**config.mk**
```make
export PLATFORM = sky130hd
export DESIGN_NAME = aes256_job_sequencer
export DESIGN_NICKNAME = d
export VERILOG_FILES = /design/src/rtl/aes256_seq_pkg.sv /design/src/rtl/aes256_job_sequencer_arbiter.sv /design/src/rtl/aes256_job_sequencer.sv
export SDC_FILE = /design/constraint.sdc
export NUM_CORES = 1
export LEC_CHECK = 0
export BUFFER_PORTS_ARGS = -buffer_cell sky130_fd_sc_hd__buf_2
export CAP_MARGIN = 20
export CORE_AREA = 4 4 456 458
export DETAILED_ROUTE_END_ITERATION = 8
export DIE_AREA = 0 0 460 462
export PLACE_DENSITY_LB_ADDON = 0.05
export SYNTH_ARGS = -nofsm -noshare
export SYNTH_HDL_FRONTEND = slang
export SYNTH_HIERARCHICAL = 1
export SYNTH_SLANG_ARGS = --single-unit
```
**constraint.sdc**
```tcl
create_clock -name clk -period 7.2 [get_ports clk]
set_input_delay 1.44 -clock clk [delete_from_list [all_inputs] [get_ports clk]]
set_output_delay 1.44 -clock clk [all_outputs]
set_load 0.05 [all_outputs]
```
**src/rtl/aes256_seq_pkg.sv**
```systemverilog
// Shared types and constants for the AES256 job sequencer.
package aes256_seq_pkg;

  typedef enum logic [2:0] {
    IDLE,
    KEY_HI,
    KEY_LO,
    DATA,
    WAIT,
    ABORT,
    RESP
  } state_t;

  localparam logic [1:0] MOD_KEY = 2'b10;
  localparam logic [1:0] MOD_ENC = 2'b00;
  localparam logic [1:0] MOD_DEC = 2'b01;
  localparam int KEY_W = 256;
  localparam int BLK_W = 128;

endpackage

```
**src/rtl/aes256_job_sequencer_arbiter.sv**
```systemverilog
// Combinational round-robin pick: first request at or after ptr, wrapping.
module rr_arbiter
  import aes256_seq_pkg::*;
#(
  parameter int NREQ = 2,
  parameter int PW   = 1
) (
  input  logic [NREQ-1:0] req,
  input  logic [PW-1:0]   ptr,
  output logic [NREQ-1:0] grant,
  output logic [PW-1:0]   idx,
  output logic            any
);

  int unsigned cand;

  always_comb begin
    grant = '0;
    idx   = '0;
    any   = 1'b0;
    cand  = 0;
    for (int unsigned off = 0; off < NREQ; off++) begin
      cand = (32'(ptr) + off) % NREQ;
      if (!any && req[cand]) begin
        any         = 1'b1;
        grant[cand] = 1'b1;
        idx         = PW'(cand);
      end
    end
  end

endmodule

```
**src/rtl/aes256_job_sequencer.sv**
```systemverilog
// Shares one AES256 device between NREQ requesters: round-robin grant, 3-beat load,
// bounded wait for the result, and a held response back to the owning requester.
module aes256_job_sequencer
  import aes256_seq_pkg::*;
#(
  parameter int NREQ    = 2,
  parameter int TIMEOUT = 256
) (
  input  logic                  clk,
  input  logic                  resetn,
  input  logic [NREQ-1:0]       req_valid,
  output logic [NREQ-1:0]       req_ready,
  input  logic [NREQ*KEY_W-1:0] req_key,
  input  logic [NREQ*BLK_W-1:0] req_data,
  input  logic [NREQ-1:0]       req_dec,
  output logic [NREQ-1:0]       rsp_valid,
  input  logic [NREQ-1:0]       rsp_ready,
  output logic [BLK_W-1:0]      rsp_data,
  output logic                  rsp_err,
  output logic [BLK_W-1:0]      dev_inp,
  output logic                  dev_ctrl_in,
  output logic [1:0]            dev_mod_en,
  output logic                  dev_resetn,
  input  logic [BLK_W-1:0]      dev_out,
  input  logic                  dev_ctrl_out
);

  localparam int PW = $clog2(NREQ);
  localparam int CW = $clog2(TIMEOUT);

  state_t            state, state_next;
  logic [PW-1:0]     ptr;
  logic [PW-1:0]     owner;
  logic [BLK_W-1:0]  key_lo_q;
  logic [BLK_W-1:0]  data_q;
  logic              dec_q;
  logic [CW-1:0]     cnt;
  logic              abort_cnt;

  logic [NREQ-1:0]   grant;
  logic [PW-1:0]     gidx;
  logic              any;
  logic [KEY_W-1:0]  sel_key;

  logic [BLK_W-1:0]  dev_inp_d;
  logic              dev_ctrl_in_d;
  logic [1:0]        dev_mod_en_d;

  rr_arbiter #(
    .NREQ (NREQ),
    .PW   (PW)
  ) u_arb (
    .req   (req_valid),
    .ptr   (ptr),
    .grant (grant),
    .idx   (gidx),
    .any   (any)
  );

  assign sel_key = req_key[32'(gidx)*KEY_W +: KEY_W];

  always_comb begin
    state_next = state;
    case (state)
      IDLE:    if (any) state_next = KEY_HI;
      KEY_HI:  state_next = KEY_LO;
      KEY_LO:  state_next = DATA;
      DATA:    state_next = WAIT;
      // a result on the last counted cycle still beats the timeout
      WAIT: begin
        if (dev_ctrl_out)                 state_next = RESP;
        else if (cnt == CW'(TIMEOUT - 1)) state_next = ABORT;
      end
      ABORT:   if (abort_cnt) state_next = RESP;
      RESP:    if (rsp_ready[owner]) state_next = IDLE;
      default: state_next = IDLE;
    endcase
  end

  always_comb begin
    req_ready = '0;
    rsp_valid = '0;
    if (!resetn && state == IDLE) req_ready = grant;
    if (!resetn && state == RESP) rsp_valid[owner] = 1'b1;
  end

  // Device beats are registered, so they are decoded from the state being entered;
  // the high key half comes straight from the requester on the grant cycle.
  always_comb begin
    dev_inp_d     = '0;
    dev_ctrl_in_d = 1'b0;
    dev_mod_en_d  = MOD_ENC;
    case (state_next)
      KEY_HI: begin
        dev_inp_d     = sel_key[KEY_W-1:BLK_W];
        dev_ctrl_in_d = 1'b1;
        dev_mod_en_d  = MOD_KEY;
      end
      KEY_LO: begin
        dev_inp_d     = key_lo_q;
        dev_ctrl_in_d = 1'b1;
        dev_mod_en_d  = MOD_KEY;
      end
      DATA: begin
        dev_inp_d     = data_q;
        dev_ctrl_in_d = 1'b1;
        dev_mod_en_d  = dec_q ? MOD_DEC : MOD_ENC;
      end
      default: ;
    endcase
  end

  always_ff @(posedge clk) begin
    if (resetn) begin
      state       <= IDLE;
      ptr         <= '0;
      owner       <= '0;
      key_lo_q    <= '0;
      data_q      <= '0;
      dec_q       <= 1'b0;
      cnt         <= '0;
      abort_cnt   <= 1'b0;
      rsp_data    <= '0;
      rsp_err     <= 1'b0;
      dev_inp     <= '0;
      dev_ctrl_in <= 1'b0;
      dev_mod_en  <= MOD_ENC;
      dev_resetn  <= 1'b1;
    end else begin
      state       <= state_next;
      dev_inp     <= dev_inp_d;
      dev_ctrl_in <= dev_ctrl_in_d;
      dev_mod_en  <= dev_mod_en_d;
      dev_resetn  <= (state_next != ABORT);
      cnt         <= (state == WAIT) ? cnt + 1'b1 : '0;
      abort_cnt   <= (state == ABORT) ? ~abort_cnt : 1'b0;
      if (state == IDLE && any) begin
        key_lo_q <= sel_key[BLK_W-1:0];
        data_q   <= req_data[32'(gidx)*BLK_W +: BLK_W];
        dec_q    <= req_dec[gidx];
        owner    <= gidx;
        ptr      <= (gidx == PW'(NREQ - 1)) ? '0 : gidx + 1'b1;
      end
      if (state == WAIT && dev_ctrl_out) begin
        rsp_data <= dev_out;
        rsp_err  <= 1'b0;
      end else if (state == ABORT && abort_cnt) begin
        rsp_data <= '0;
        rsp_err  <= 1'b1;
      end
    end
  end

endmodule

```
# Word-level counts from Yosys, hierarchy flattened
# Index checks and enable logic that the tools add are counted.
# classes
n_reduce_logical	18
muxes	35
shift	2
eq_ne	11
magnitude_cmp	7
n_bitwise	4
n_addsub	3
# op_table
cell	n
indexed part select 512 x 10 -> 256 bit	1
case mux 128 bit (3 select lines)	1
2-to-1 mux 128 bit	2
indexed part select 256 x 9 -> 128 bit	1
case mux 3 bit (7 select lines)	1
2-to-1 mux 1 bit	18
2-to-1 mux 3 bit	5
equality test 3 x 2 -> 1 bit, second input constant	4
equality test 3 bit, second input constant	3
logical AND 1 bit	9
adder 8 x 1 -> 8 bit, second input constant	1
equality test 8 bit, second input constant	1
less-than comparator 1 x 2 -> 1 bit, second input constant	4
2-to-1 mux 2 bit	4
OR reduction 2 bit	4
equality test 3 x 1 -> 1 bit, second input constant	2
case mux 2 bit (2 select lines)	1
demux 1 bit (select 1 bit)	3
greater-or-equal comparator 1 bit, second input constant	3
zero test 3 bit	1
!= test 3 bit, second input constant	1
NOT 1 bit	3
OR reduction 3 bit	1
adder 1 bit, second input constant	2
other kinds (3)	4
# word_totals
out_inout_bits	265
inputBits	905
regBits	532
word_cells	94

# Logic depth before layout (Yosys ltp)
# depth
word_depth	11
mapped_depth	8
depth_no_buf	5

# By module
# The synthesis kept the hierarchy.
# modules_own_cells
module	area_per_inst_um2	cells_each	instances
aes256_job_sequencer	26402.8	2658	1
rr_arbiter	32.5	5	1

# Worst setup path before layout
# Ideal clock, no wire load.
# synth_timing
path_type	input to output
from	input port resetn
to	output port rsp_valid[0]
arrival_time_ns	2.518
stages	4
required_ns	5.760
slack_ns	3.242
cell_sequence	clkbuf_1 -> nor2b_1 -> nand2_1 -> nor2_1
# synth_between
elab_chain_cells	3
# synth_lines
element	line_no	rtl
start: declaration	aes256_job_sequencer.sv:10	input logic resetn,
zero test 1 bit	aes256_job_sequencer.sv:84	if (!resetn && state == RESP) rsp_valid[owner] = 1'b1;
logical AND 1 bit	aes256_job_sequencer.sv:84	
2-to-1 mux 2 bit	aes256_job_sequencer.sv:84	
end: declaration	aes256_job_sequencer.sv:16	output logic [NREQ-1:0] rsp_valid,
# No other way between the ends.

# Final worst setup path
# layout_timing
from	input port resetn
to	output port req_ready[1]
# layout_between
elab_chain_cells	3
# layout_lines
element	line_no	rtl
zero test 1 bit	aes256_job_sequencer.sv:83	if (!resetn && state == IDLE) req_ready = grant;
logical AND 1 bit	aes256_job_sequencer.sv:83	
2-to-1 mux 2 bit	aes256_job_sequencer.sv:83	
end: declaration	aes256_job_sequencer.sv:12	output logic [NREQ-1:0] req_ready,
# No other way between the ends.

==> metrics.md <==
| Metric | Value |
|---|---|
| Row count | `166` |
| DRC viols | `0` |
| Boundary Pins | `1170` |
| Pre-CTS setup slack | `2.863 ns` |
| Ratio of cells with drive above 1 in the final layout | `41.34%` |
| Commonest cells after routing, fill and taps aside | `1168 x buf_2, 532 x dfxtp_1, 526 x nor2_1, 387 x mux2i_1, 263 x nor2b_1` |
| Hold Crit Class | `reg -> reg` |
| Core Region | `0.2040 mm^2` |
| CP startpoint kind | `primary input` |
| Netlist cell types | `41` |
| Post-layout min period | `4.236 ns` |
| Gp weighted congestion | `0.7565` |
| CP max FO | `47` |
| CP cell instances | `buf_8, nor4_1, and2_1, buf_2` |
| CTS Buf Count | `80` |
| F_max | `0.2361 GHz` |
| DR iter-0 viols | `1121` |
| Post-DR wirelength/cell | `22.97 um` |
| Mapped cell area | `0.02644 mm^2` |
| H-tree depth | `3` |
| Rel. slew slack | `25.24%` |
| Post-Route Skew | `0.02099 ns` |
| Initial antenna violation count | `68` |
| Setup Crit Path Kind | `in -> out` |
| Vias in the first global route | `24790` |
| Mux cell area share after synthesis | `28.48%` |
| Synthesis Warnings | `6` |
| Slew @ Worst Pin | `1.121 ns` |
| Starting Density | `12.96%` |
| Area delta synth->final | `42.12%` |
| Commonest non-fill, non-tap cell in the layout | `buf_2` |
| XOR/XNOR Fraction of Synth Area | `0.1657%` |
| Synth Area in Compound Gates | `12.07%` |
| Die W | `460 um` |
| Cells after Synth | `2663` |
| Total GRT Usage | `13.21%` |
| Worst Setup Slack, final | `2.964 ns` |
| CTS tree | `built` |
| Hold Worst Slack | `0.4291 ns` |
| Post-detail-place hpwl | `110700 um` |
| Adder-cell area share of the yosys netlist | `0.04733%` |
| Post-synthesis sequential area ratio | `40.29%` |
| Resized Gates After CTS | `0` |
| Setup tns final | `0 ns` |
| Pin count of the biggest net entering global routing | `202` |
| Full die area | `0.2125 mm^2` |
| Maximum vdd drop | `0.1693 mV` |
| CP arrival | `2.80 ns` |
| First-pass GRT wire length | `200000 um` |
| Final #Nets | `4604` |
| Worst-path clk slew | `0.05 ns` |
| GR Overflow Total | `0` |
| Final Hold Viols | `0` |
| Final setup violation count | `0` |
| I/O Buffers | `1169` |
| Clk sinks | `532` |
| Worst-skew pair later-pin latency | `0.67 ns` |
| CP Capture Type | `output pin` |
| Root buffer cell | `clkbuf_16` |
| Syn Nets | `3569` |
| TritonRoute pass-1 iters | `4` |
| Largest family of logic cells by synthesized area | `multiplexers` |
| FF+latch count, synth | `532` |
| Max_cap viols | `0` |
| Period utilization | `58.83%` |
| Slowest stage cell, crit path | `nor4_1` |
| Status | `finished, final reports clean` |
| Post-synthesis simple-gate area fraction | `14.51%` |
| CP max stage delay | `0.59 ns` |
| WP data required | `5.76 ns` |
| # fillers | `22930` |
| Antenna Nets Post-Route | `0` |
| Hold-fix buffers, CTS | `0` |
| Clock Path Buffers | `3` |
| Unrepaired setup endpoints after global routing | `no` |
| Die height | `462 um` |
| Mean number of vias per cell | `3.659` |
| Max-slew violation count | `0` |
| Leakage | `16.57 nW` |
| Post-CTS Setup Inserts | `0` |
| Syn avg cell area | `9.927 um^2` |
| Reg-to-reg setup timing slack | `3.77 ns` |
| WL final | `148400 um` |
| PD cells | `261.7 mW/mm^2` |
| Via count | `23640` |
==> cells by family (layout without fill, tap and decap cells) <==
logic type      after synthesis  in the layout
mux                         645            645
xor+xnor                      5              5
buf+inv                     250           1339
other cells                   0             19
fa+ha+maj                     1              1
flops                       532            532
simple gates                825            825
compound gates              405            405
==> flip-flops by register name (all words and copies together), names as in the netlist, 2 cells and up <==
name / count
key_lo_q: 128
dev_mod_en: 2
cnt: 8
data_q: 128
state: 3
rsp_data: 128
dev_inp: 128
==> synthesized netlist by cell type <==
cell | count | share of area, %
nor3_1 | 4 | 0.076
nand3_1 | 5 | 0.095
a21oi_1 | 5 | 0.095
o21a_1 | 1 | 0.028
o21ai_0 | 2 | 0.038
a211o_1 | 1 | 0.033
xnor2_1 | 3 | 0.099
nand4_1 | 1 | 0.024
or2_1 | 1 | 0.024
a21boi_0 | 3 | 0.085
clkbuf_1 | 169 | 2.4
o32ai_1 | 1 | 0.033
ha_1 | 1 | 0.047
a22oi_1 | 256 | 7.3
or4b_4 | 1 | 0.052
nand2b_1 | 6 | 0.14
mux2_1 | 30 | 1.3
and3_1 | 2 | 0.047
nor2_1 | 528 | 7.5
nor4_1 | 1 | 0.024
dfxtp_1 | 532 | 40
a31oi_1 | 3 | 0.071
or3_1 | 2 | 0.047
and2_1 | 3 | 0.071
o2bb2ai_1 | 128 | 4.2
buf_2 | 31 | 0.59
a311o_1 | 1 | 0.038
mux2_2 | 28 | 1.2
nor4bb_1 | 1 | 0.038
xor2_1 | 2 | 0.066
mux2_4 | 200 | 11
nor2b_1 | 263 | 6.2
buf_6 | 26 | 1.1
buf_1 | 21 | 0.30
inv_1 | 3 | 0.043
o21ai_2 | 1 | 0.033
o21ba_2 | 2 | 0.076
mux2i_1 | 387 | 15
a32oi_1 | 1 | 0.033
nor3_4 | 1 | 0.062
nand2_1 | 6 | 0.085
==> critical path, delay by kind of cell <==
kind	cells	cell delay, ns
buffers and inverters	2	0.47
AND/OR/NAND/NOR	2	0.84
==> report_power, final <==
group          total (mW)  internal, mW  leakage, nW  switching, mW
clock network        3.95          2.34         1.24           1.62
registers            3.41          3.26         4.34          0.150
logic                2.47         0.998         11.0           1.47
total                9.83          6.60         16.6           3.23
==> per-layer routing <==
layer  global-route usage [%]  vias up  part of all wire (%)
li1                         -    11470                     -
met1                    16.62    11210                    44
met2                    22.88      767                    49
met3                    2.758      185                   5.4
met4                    3.388        4                   1.9
met5                        0        -                0.0094
==> stage by stage <==
step                      utilization [%]  cells  area, um^2  power [mW]
after floorplan                         -   2663       26440       5.093
after global placement              17.15   6304       34980       6.035
after detailed placement            17.15   6304       34980       6.026
after CTS                           18.40   6440       37520       10.17
after global routing                18.41   6450       37550       10.40
final                               18.42   6459       37570       9.831
==> path summary, 6_finish.rpt <==
| check | start | endpoint | depth (start not counted) |
|---|---|---|---|
| worst max-delay path | resetn | req_ready[1] | 4 |
| worst max register to register | state[2] | rsp_data[110] | 5 |
| worst min register to register | dec_q | dev_mod_en[0] | 2 |
| worst min-delay path | dec_q | dev_mod_en[0] | 2 |
==> final cells by class <==
| class | count | area (um^2) | area share (%) |
|---|---|---|---|
| Multi-Input combinational cell | 1881 | 14680 | 39.08 |
| Clock inverter | 13 | 170.2 | 0.4529 |
| Sequential cell | 532 | 10650 | 28.35 |
| Tap cell | 2688 | 3363 | 8.952 |
| Inverter | 3 | 11.26 | 0.02997 |
| Clock buffer | 123 | 2376 | 6.324 |
| Timing Repair Buffer | 1200 | 6269 | 16.68 |
| Antenna cell | 19 | 47.55 | 0.1265 |
(Power assumes the default switching activity.)
